**config.mk**
```make
export PLATFORM = sky130hd
export DESIGN_NAME = io_bus_initiator
export DESIGN_NICKNAME = d
export VERILOG_FILES = /design/src/rtl/io_bus_pkg.sv /design/src/rtl/io_bus_initiator.sv
export SDC_FILE = /design/constraint.sdc
export NUM_CORES = 1
export LEC_CHECK = 0
export CAP_MARGIN = 15
export CORE_ASPECT_RATIO = 1.75
export CORE_MARGIN = 4
export CORE_UTILIZATION = 40
export CTS_CLUSTER_DIAMETER = 150
export DETAILED_ROUTE_END_ITERATION = 10
export GPL_TIMING_DRIVEN = 1
export PLACE_DENSITY_LB_ADDON = 0.3
export SYNTH_ARGS = -nofsm -noshare
export SYNTH_HDL_FRONTEND = slang
export SYNTH_SLANG_ARGS = --single-unit
export TNS_END_PERCENT = 10
```
**constraint.sdc**
```tcl
create_clock -name clk -period 1.93 [get_ports clk]
set_input_delay 0.386 -clock clk [delete_from_list [all_inputs] [get_ports clk]]
set_output_delay 0.386 -clock clk [all_outputs]
set_load 0.005 [all_outputs]
```
**src/rtl/io_bus_pkg.sv**
```systemverilog
// rtl/io_bus_pkg.sv - op encodings, FSM states and RMW helper for the I/O bus initiator
package io_bus_pkg;

    localparam logic [2:0] OP_WRITE  = 3'd0;
    localparam logic [2:0] OP_READ   = 3'd1;
    localparam logic [2:0] OP_SET    = 3'd2;
    localparam logic [2:0] OP_CLR    = 3'd3;
    localparam logic [2:0] OP_TOGGLE = 3'd4;

    typedef enum logic [2:0] {
        ST_IDLE,
        ST_RD,
        ST_WAIT,
        ST_WR,
        ST_RESP
    } io_state_e;

    // Value driven in the WR cycle; a plain WRITE passes its data straight through.
    function automatic logic [7:0] io_rmw_compute(input logic [2:0] op,
                                                  input logic [7:0] rdata,
                                                  input logic [7:0] mask);
        logic [7:0] res;
        case (op)
            OP_WRITE:  res = mask;
            OP_SET:    res = rdata | mask;
            OP_CLR:    res = rdata & ~mask;
            OP_TOGGLE: res = rdata ^ mask;
            default:   res = rdata;
        endcase
        return res;
    endfunction

    function automatic logic io_op_reserved(input logic [2:0] op);
        return op > OP_TOGGLE;
    endfunction

endpackage

```
**src/rtl/io_bus_initiator.sv**
```systemverilog
// rtl/io_bus_initiator.sv - request/response initiator for the 8-bit peripheral I/O bus with atomic RMW ops
module io_bus_initiator #(
    parameter int READ_LATENCY = 1
) (
    input  logic       clk,
    input  logic       rst_n,
    input  logic       req_valid,
    output logic       req_ready,
    input  logic [2:0] req_op,
    input  logic [7:0] req_addr,
    input  logic [7:0] req_data,
    output logic       rsp_valid,
    input  logic       rsp_ready,
    output logic [7:0] rsp_data,
    output logic       rsp_err,
    output logic [7:0] io_address,
    output logic [7:0] io_dout,
    output logic       io_w_en,
    output logic       io_r_en,
    input  logic [7:0] io_din
);
    import io_bus_pkg::*;

    localparam logic [2:0] LAT_LOAD = 3'(READ_LATENCY - 1);

    io_state_e  state_q, state_d;
    logic [2:0] op_q;
    logic [2:0] cnt_q;
    logic [7:0] addr_q;
    logic [7:0] data_q;
    logic [7:0] rdata_q;
    logic [7:0] result_q;
    logic       err_q;
    logic       accept;
    logic [7:0] wr_value;

    assign accept   = req_valid && req_ready;
    assign wr_value = io_rmw_compute(op_q, rdata_q, data_q);

    always_ff @(posedge clk or negedge rst_n) begin
        if (!rst_n) begin
            state_q <= ST_IDLE;
        end else begin
            state_q <= state_d;
        end
    end

    always_comb begin
        state_d = state_q;
        case (state_q)
            ST_IDLE: begin
                if (accept) begin
                    if (req_op == OP_WRITE) begin
                        state_d = ST_WR;
                    end else if (io_op_reserved(req_op)) begin
                        state_d = ST_RESP;
                    end else begin
                        state_d = ST_RD;
                    end
                end
            end
            ST_RD:   state_d = ST_WAIT;
            ST_WAIT: begin
                if (cnt_q == 3'd0) begin
                    state_d = (op_q == OP_READ) ? ST_RESP : ST_WR;
                end
            end
            ST_WR:   state_d = ST_RESP;
            ST_RESP: begin
                if (rsp_ready) begin
                    state_d = ST_IDLE;
                end
            end
            default: state_d = ST_IDLE;
        endcase
    end

    // Strobes come only from the state register, so an async reset drops them at once.
    always_comb begin
        req_ready = 1'b0;
        rsp_valid = 1'b0;
        io_r_en   = 1'b0;
        io_w_en   = 1'b0;
        case (state_q)
            ST_IDLE: req_ready = 1'b1;
            ST_RD:   io_r_en   = 1'b1;
            ST_WR:   io_w_en   = 1'b1;
            ST_RESP: rsp_valid = 1'b1;
            default: ;
        endcase
    end

    always_ff @(posedge clk or negedge rst_n) begin
        if (!rst_n) begin
            op_q     <= '0;
            addr_q   <= '0;
            data_q   <= '0;
            rdata_q  <= '0;
            result_q <= '0;
            err_q    <= 1'b0;
            cnt_q    <= '0;
        end else begin
            case (state_q)
                ST_IDLE: begin
                    if (accept) begin
                        op_q   <= req_op;
                        addr_q <= req_addr;
                        data_q <= req_data;
                        err_q  <= io_op_reserved(req_op);
                        if (io_op_reserved(req_op)) begin
                            result_q <= '0;
                        end
                    end
                end
                ST_RD: cnt_q <= LAT_LOAD;
                ST_WAIT: begin
                    if (cnt_q == 3'd0) begin
                        rdata_q <= io_din;
                        if (op_q == OP_READ) begin
                            result_q <= io_din;
                        end
                    end else begin
                        cnt_q <= cnt_q - 3'd1;
                    end
                end
                ST_WR: result_q <= wr_value;
                default: ;
            endcase
        end
    end

    assign rsp_data   = result_q;
    assign rsp_err    = err_q;
    assign io_address = addr_q;
    assign io_dout    = wr_value;

endmodule

```
# Word-level counts from Yosys, hierarchy flattened
# Cells that the tools add are included.
[word_totals]
regBits = 42
input_bits = 31
out_inout_bits = 29
wordCells = 59
[op_classes]
n_addsub = 1
n_lt_le_gt_ge = 1
n_eq_ne = 14
mux = 19
n_bitwise = 4
reduce_logical = 12
[op_table]
columns = ["op", "n"]
rows = [
  ["8-bit 2-to-1 mux", 4],
  ["8-bit one-hot mux with 4 select lines", 1],
  ["8-bit one-hot mux with 3 select lines", 1],
  ["3-bit 2-to-1 mux", 7],
  ["3-bit one-hot mux with 5 select lines", 1],
  ["3-bit by 2-bit equality test with 1-bit output, second input constant", 4],
  ["3-bit logical NOT", 4],
  ["2-bit != test, second input constant", 6],
  ["8-bit AND", 1],
  ["8-bit inverter", 1],
  ["8-bit OR", 1],
  ["8-bit XOR", 1],
  ["3-bit by 1-bit equality test with 1-bit output, second input constant", 2],
  ["3-bit equality test, second input constant", 2],
  ["3-bit one-hot mux with 2 select lines", 1],
  ["2-bit AND reduction", 3],
  ["5-bit AND reduction", 1],
  ["1-bit 2-to-1 mux", 4],
  ["3-bit > comparator, second input constant", 1],
  ["3-bit AND reduction", 1],
  ["3-bit nonzero test", 1],
  ["3-bit by 1-bit subtractor with 3-bit output, second input constant", 1],
  ["2-bit nonzero test", 1],
  ["1-bit logical AND", 1],
]

# Longest topological paths before layout
[logic_depth]
ltp_word = 5
mapped_depth = 9
mapped_depth_nobuf = 8

# Worst setup path after synthesis
# OpenSTA, ideal clock, no wires.
[synth_path]
path_kind = "reg2reg"
startpoint = "register cnt_q[0]"
endpoint = "register result_q[4], in the netlist rsp_data[4]"
setup_ps = 125
t_arrival_ps = 1727
required_ps = 1805
setup_slack_ps = 78
path_stages_with_launch = 9
n_path_buf = 1
period_less_slack_ps = 1852
cell_sequence = "dfrtp_1 inv_1 ha_1 ha_1 mux2_4 o21ai_2 a211o_1 buf_6 mux2_4"
[synth_via]
elab_chain_cells = 3
[synth_rtl]
columns = ["element", "line_no", "source"]
rows = [
  ["from (decl)", "io_bus_initiator.sv:28", "logic [2:0] cnt_q;"],
  ["from (signal assigned)", "io_bus_initiator.sv:123", "cnt_q <= cnt_q - 3'd1;"],
  ["3-bit logical NOT", "io_bus_initiator.sv:117", "if (cnt_q == 3'd0) begin"],
  ["2-bit != test (no line)", "n/a", ""],
  ["5-bit AND reduction (no line)", "n/a", ""],
  ["to (signal assigned)", "io_bus_initiator.sv:120", "result_q <= io_din;"],
  ["to (signal assigned)", "io_bus_initiator.sv:126", "ST_WR: result_q <= wr_value;"],
  ["to (decl)", "io_bus_initiator.sv:32", "logic [7:0] result_q;"],
]
# No other way between the ends.
# A chain may end at the register's enable or synchronous reset.

# Worst setup path after layout
[layout_path]
startpoint = "register op_q[0]"
endpoint = "output port io_dout[4]"
[layout_via]
elab_chain_cells = 2
word_cells_on_any_way = 5
classes_between = "3 x eq/ne; 1 x mux; 1 x reduce/logical"
[layout_rtl]
columns = ["element", "line_no", "source"]
rows = [
  ["from (decl)", "io_bus_initiator.sv:27", "logic [2:0] op_q;"],
  ["from (signal assigned)", "io_bus_initiator.sv:106", "op_q <= req_op;"],
  ["3-bit equality test (tied with other cells)", "io_bus_pkg.sv:23", "case (op)"],
  ["8-bit one-hot mux with 4 select lines (*)", "io_bus_pkg.sv:23", ""],
  ["to (decl)", "io_bus_initiator.sv:17", "output logic [7:0] io_dout,"],
]
# Mark *: on every way between the ends. The rest lies on a longest branch, timed or not.

==> reports/metrics.yaml <==
status:
  status: "finished with violations"
  violations: "negative setup slack"
setup_path:
  start_kind: "flip-flop"
  cp_top_family: "flip-flops"
  crit_path_max_incr_delay_ns: 0.50
  cp.buffers_inverters: 2
  cp.depth: 6
  r2r_start: "op_q[0]"
  cp-endpoint: "io_dout[4]"
  worst-setup-path-type: "reg2out"
  endpoint_kind: "primary output"
  critPathMaxFanout: 7
  crit_slowest_cell: "dfrtp_2"
  crit_start: "op_q[0]"
  worstPathArrival_ns: 1.70
  required_ns: 1.54
  crit_top_cell: "a21oi_2"
  path_cells: "buf_4, nor2b_1, a21oi_2, a21oi_2, nand2_1, clkdlybuf4s15_2"
  rrSetupSlack_ns: -0.12
  reg2reg_depth: 12
  r2r_end: "rsp_data[6]"
grt:
  grtUsageMet2: 0.367
  gr-total-overflow: 0
  met3_usage: 0.0467
  grt_use_total: 0.206
  busiest_layer: "met2"
  antenna_found_initial: 0
  grt_pass1_wl_um: 12000
  grt_pass1_vias: 2574
  grt_max_degree: 43
  met1_usage: 0.230
die:
  die_h_um: 111
  rows: 37
  initial_core_util: 0.412
  num_io_pins: 60
  die-area_sq_um: 7460
  core_area_sq_um: 5930
  die_w_um: 67.0
drt:
  vias: 2484
  vias_per_cell: 5.11
  antenna_left: 0
  detail_route.wirelength_um: 7460
  drt_iter0_markers: 163
  wl_per_cell_um: 15.4
  drc: 0
  drtPass1Iterations: 4
sta:
  finClkSkew_ns: 0.00162
  timing.final.ws_setup_ns: -0.154
  hold_slack_ns: 0.148
  drv_slew: 0
  rsz0062_at_grt: "true"
  slew_headroom: 0.639
  hold_violations: 0
  setup_violations: 9
  worstMarginPinSlew_ns: 0.542
  fmax_ghz: 0.480
  fin_crit_sh: 1.08
  final.min_clock_period_ns: 2.08
job:
  maxCapViolations: 0
logic_synthesis:
  yosys.area.top_type: "dfrtp_1"
  ys_types: 34
  synth-edff-count: 0
  yosys-top-cells-area: "dfrtp_1 (43%), ha_1 (9.2%), nand2_1 (9.1%)"
  synthTopCellsByCount: "nand2_1 (59), dfrtp_1 (42), o21ai_0 (35)"
  synth_fp_nets: 324
  synthCells: 275
  yosysMostFrequentCell: "nand2_1"
  synth_top_area_share: 0.431
  ys_ff_latch: 42
  netlist_area_sq_um: 2440
  syn_area_per_cell_sq_um: 8.87
  ys.flop_type: "dfrtp_1"
  yosysWarningCount: 0
  ys_seq_area_frac: 0.431
  async_flop_share: 1.00
place:
  placed_cells: 452
  gp_congestion: 0.901
  place.detailed.hpwl_um: 5150
  portBuffers: 59
  place_area_sq_um: 3440
final_layout:
  antenna_cells: 0
  drive_gt1_frac: 0.363
  final_util: 0.659
  layoutNonFillerInstCount: 486
  final_nets: 456
  area_delta_synth_final_pct: 59.9
  finalInstanceArea_sq_um: 3900
clock_tree:
  root_buffer: "clkbuf_8"
  path_clk_slew_ns: 0.08
  insertion_delay_ns: 0.29
  cts_tree: "built"
  cts.htree.levels: 2
  numCtsBuffers: 5
  clock_path_buffers: 2
  cts_sinks: 42
pwr:
  power.static_leakage_nw: 1.86
  powerDensity_nw_per_um2: 1710
  peakVddDrop_mv: 0.962
min_path:
  hold_class: "in2async"
-- per-stage QoR --
stage          TNS, ns  total power, W  setup slack, ns
3_3_place_gp     -2.24         0.00501           -0.194
2_1_floorplan        0         0.00318           0.0779
3_5_place_dp     -2.73         0.00511           -0.226
4_1_cts         -0.547         0.00629           -0.115
6_report        -0.781         0.00666           -0.154
5_1_grt          -1.47         0.00716           -0.227
-- power breakdown --
group | switching (W) | leakage (nW) | total (W) | internal (W)
Sequential | 0.000346 | 0.529 | 0.00161 | 0.00126
Combinational | 0.00200 | 1.29 | 0.00445 | 0.00245
Clock | 0.000320 | 0.0472 | 0.000608 | 0.000288
Total | 0.00266 | 1.86 | 0.00666 | 0.00400
-- metal layers --
layer | part of all wire | vias up
met1 | 0.38 | 1196
met3 | 0.053 | 17
met2 | 0.54 | 76
met5 | 0 | -
li1 | - | 1195
met4 | 0.023 | 0
-- worst reg2reg max path, stage by stage, from the launching register on --
cell and delay, ns:
dfrtp_2 0.50, buf_6 0.16, buf_4 0.13, nand2_1 0.04, o21ai_0 0.07, a21oi_1 0.18
buf_4 0.14, buf_4 0.09, buf_4 0.09, buf_4 0.08, buf_4 0.09, o221ai_1 0.10
mux2_4 0.27
-- kinds of logic after synthesis --
family | share of synthesized area
AND/OR/NAND/NOR | 0.163
flip-flops | 0.431
adder cells (fa/ha/maj) | 0.0923
multiplexers | 0.0595
AO/OA/AOI/OAI | 0.187
buffers and inverters | 0.0677
-- cells in the final DEF, fill, tap and decap left out, types with 3 or more instances in the layout --
master / Yosys / layout
a21o_1: 4 / 4
a21oi_1: 11 / 4
a21oi_2: 0 / 7
a22oi_1: 6 / 5
and2_1: 3 / 3
buf_2: 9 / 6
buf_4: 2 / 73
buf_6: 1 / 5
clkbuf_8: 0 / 6
clkdlybuf4s50_1: 0 / 46
dfrtp_1: 42 / 37
dfrtp_2: 0 / 5
ha_1: 18 / 14
ha_4: 0 / 3
inv_1: 25 / 14
inv_2: 0 / 10
mux2_2: 4 / 3
mux2_4: 4 / 5
nand2_1: 59 / 59
nand2b_1: 3 / 3
nand3_1: 5 / 4
nor2_1: 8 / 6
nor2b_1: 8 / 6
o21ai_0: 35 / 30
o21ai_1: 0 / 5
-- worst min-delay path by stage --
stage | to | slack [ns]
6_report | cnt_q[1] | 0.15
5_1_grt | cnt_q[1] | 0.20
4_1_cts | rdata_q[6] | 0.17
3_5_place_dp | io_address[1] | 0.47
3_3_place_gp | io_address[5] | 0.46
2_1_floorplan | cnt_q[0] | 0.09
-- layout make-up --
cell class | instances | area [sq um]
clock buffers | 6 | 82.6
well taps | 78 | 97.6
inverters | 25 | 96.3
multi-input cells | 196 | 1400
flip-flops and latches | 42 | 1060
clock inverters | 2 | 12.5
fillers | 528 | 2020
repair buffers | 137 | 1160
-- state kept, by name (all words and copies together), names as in the netlist --
register and flops:
state_q 3, rdata_q 8, rsp_err 1, data_q 8, rsp_data 8, op_q 3
cnt_q 3, io_address 8
-- timing repair --
action / 4_1_cts / 5_1_grt
gates resized for setup: 74 / 23
setup endpoints to repair: 19 / 18
hold buffers: 0 / 0
pin swaps: 14 / 6
setup buffers: 22 / 4
Power figures use the tool's default switching activity.
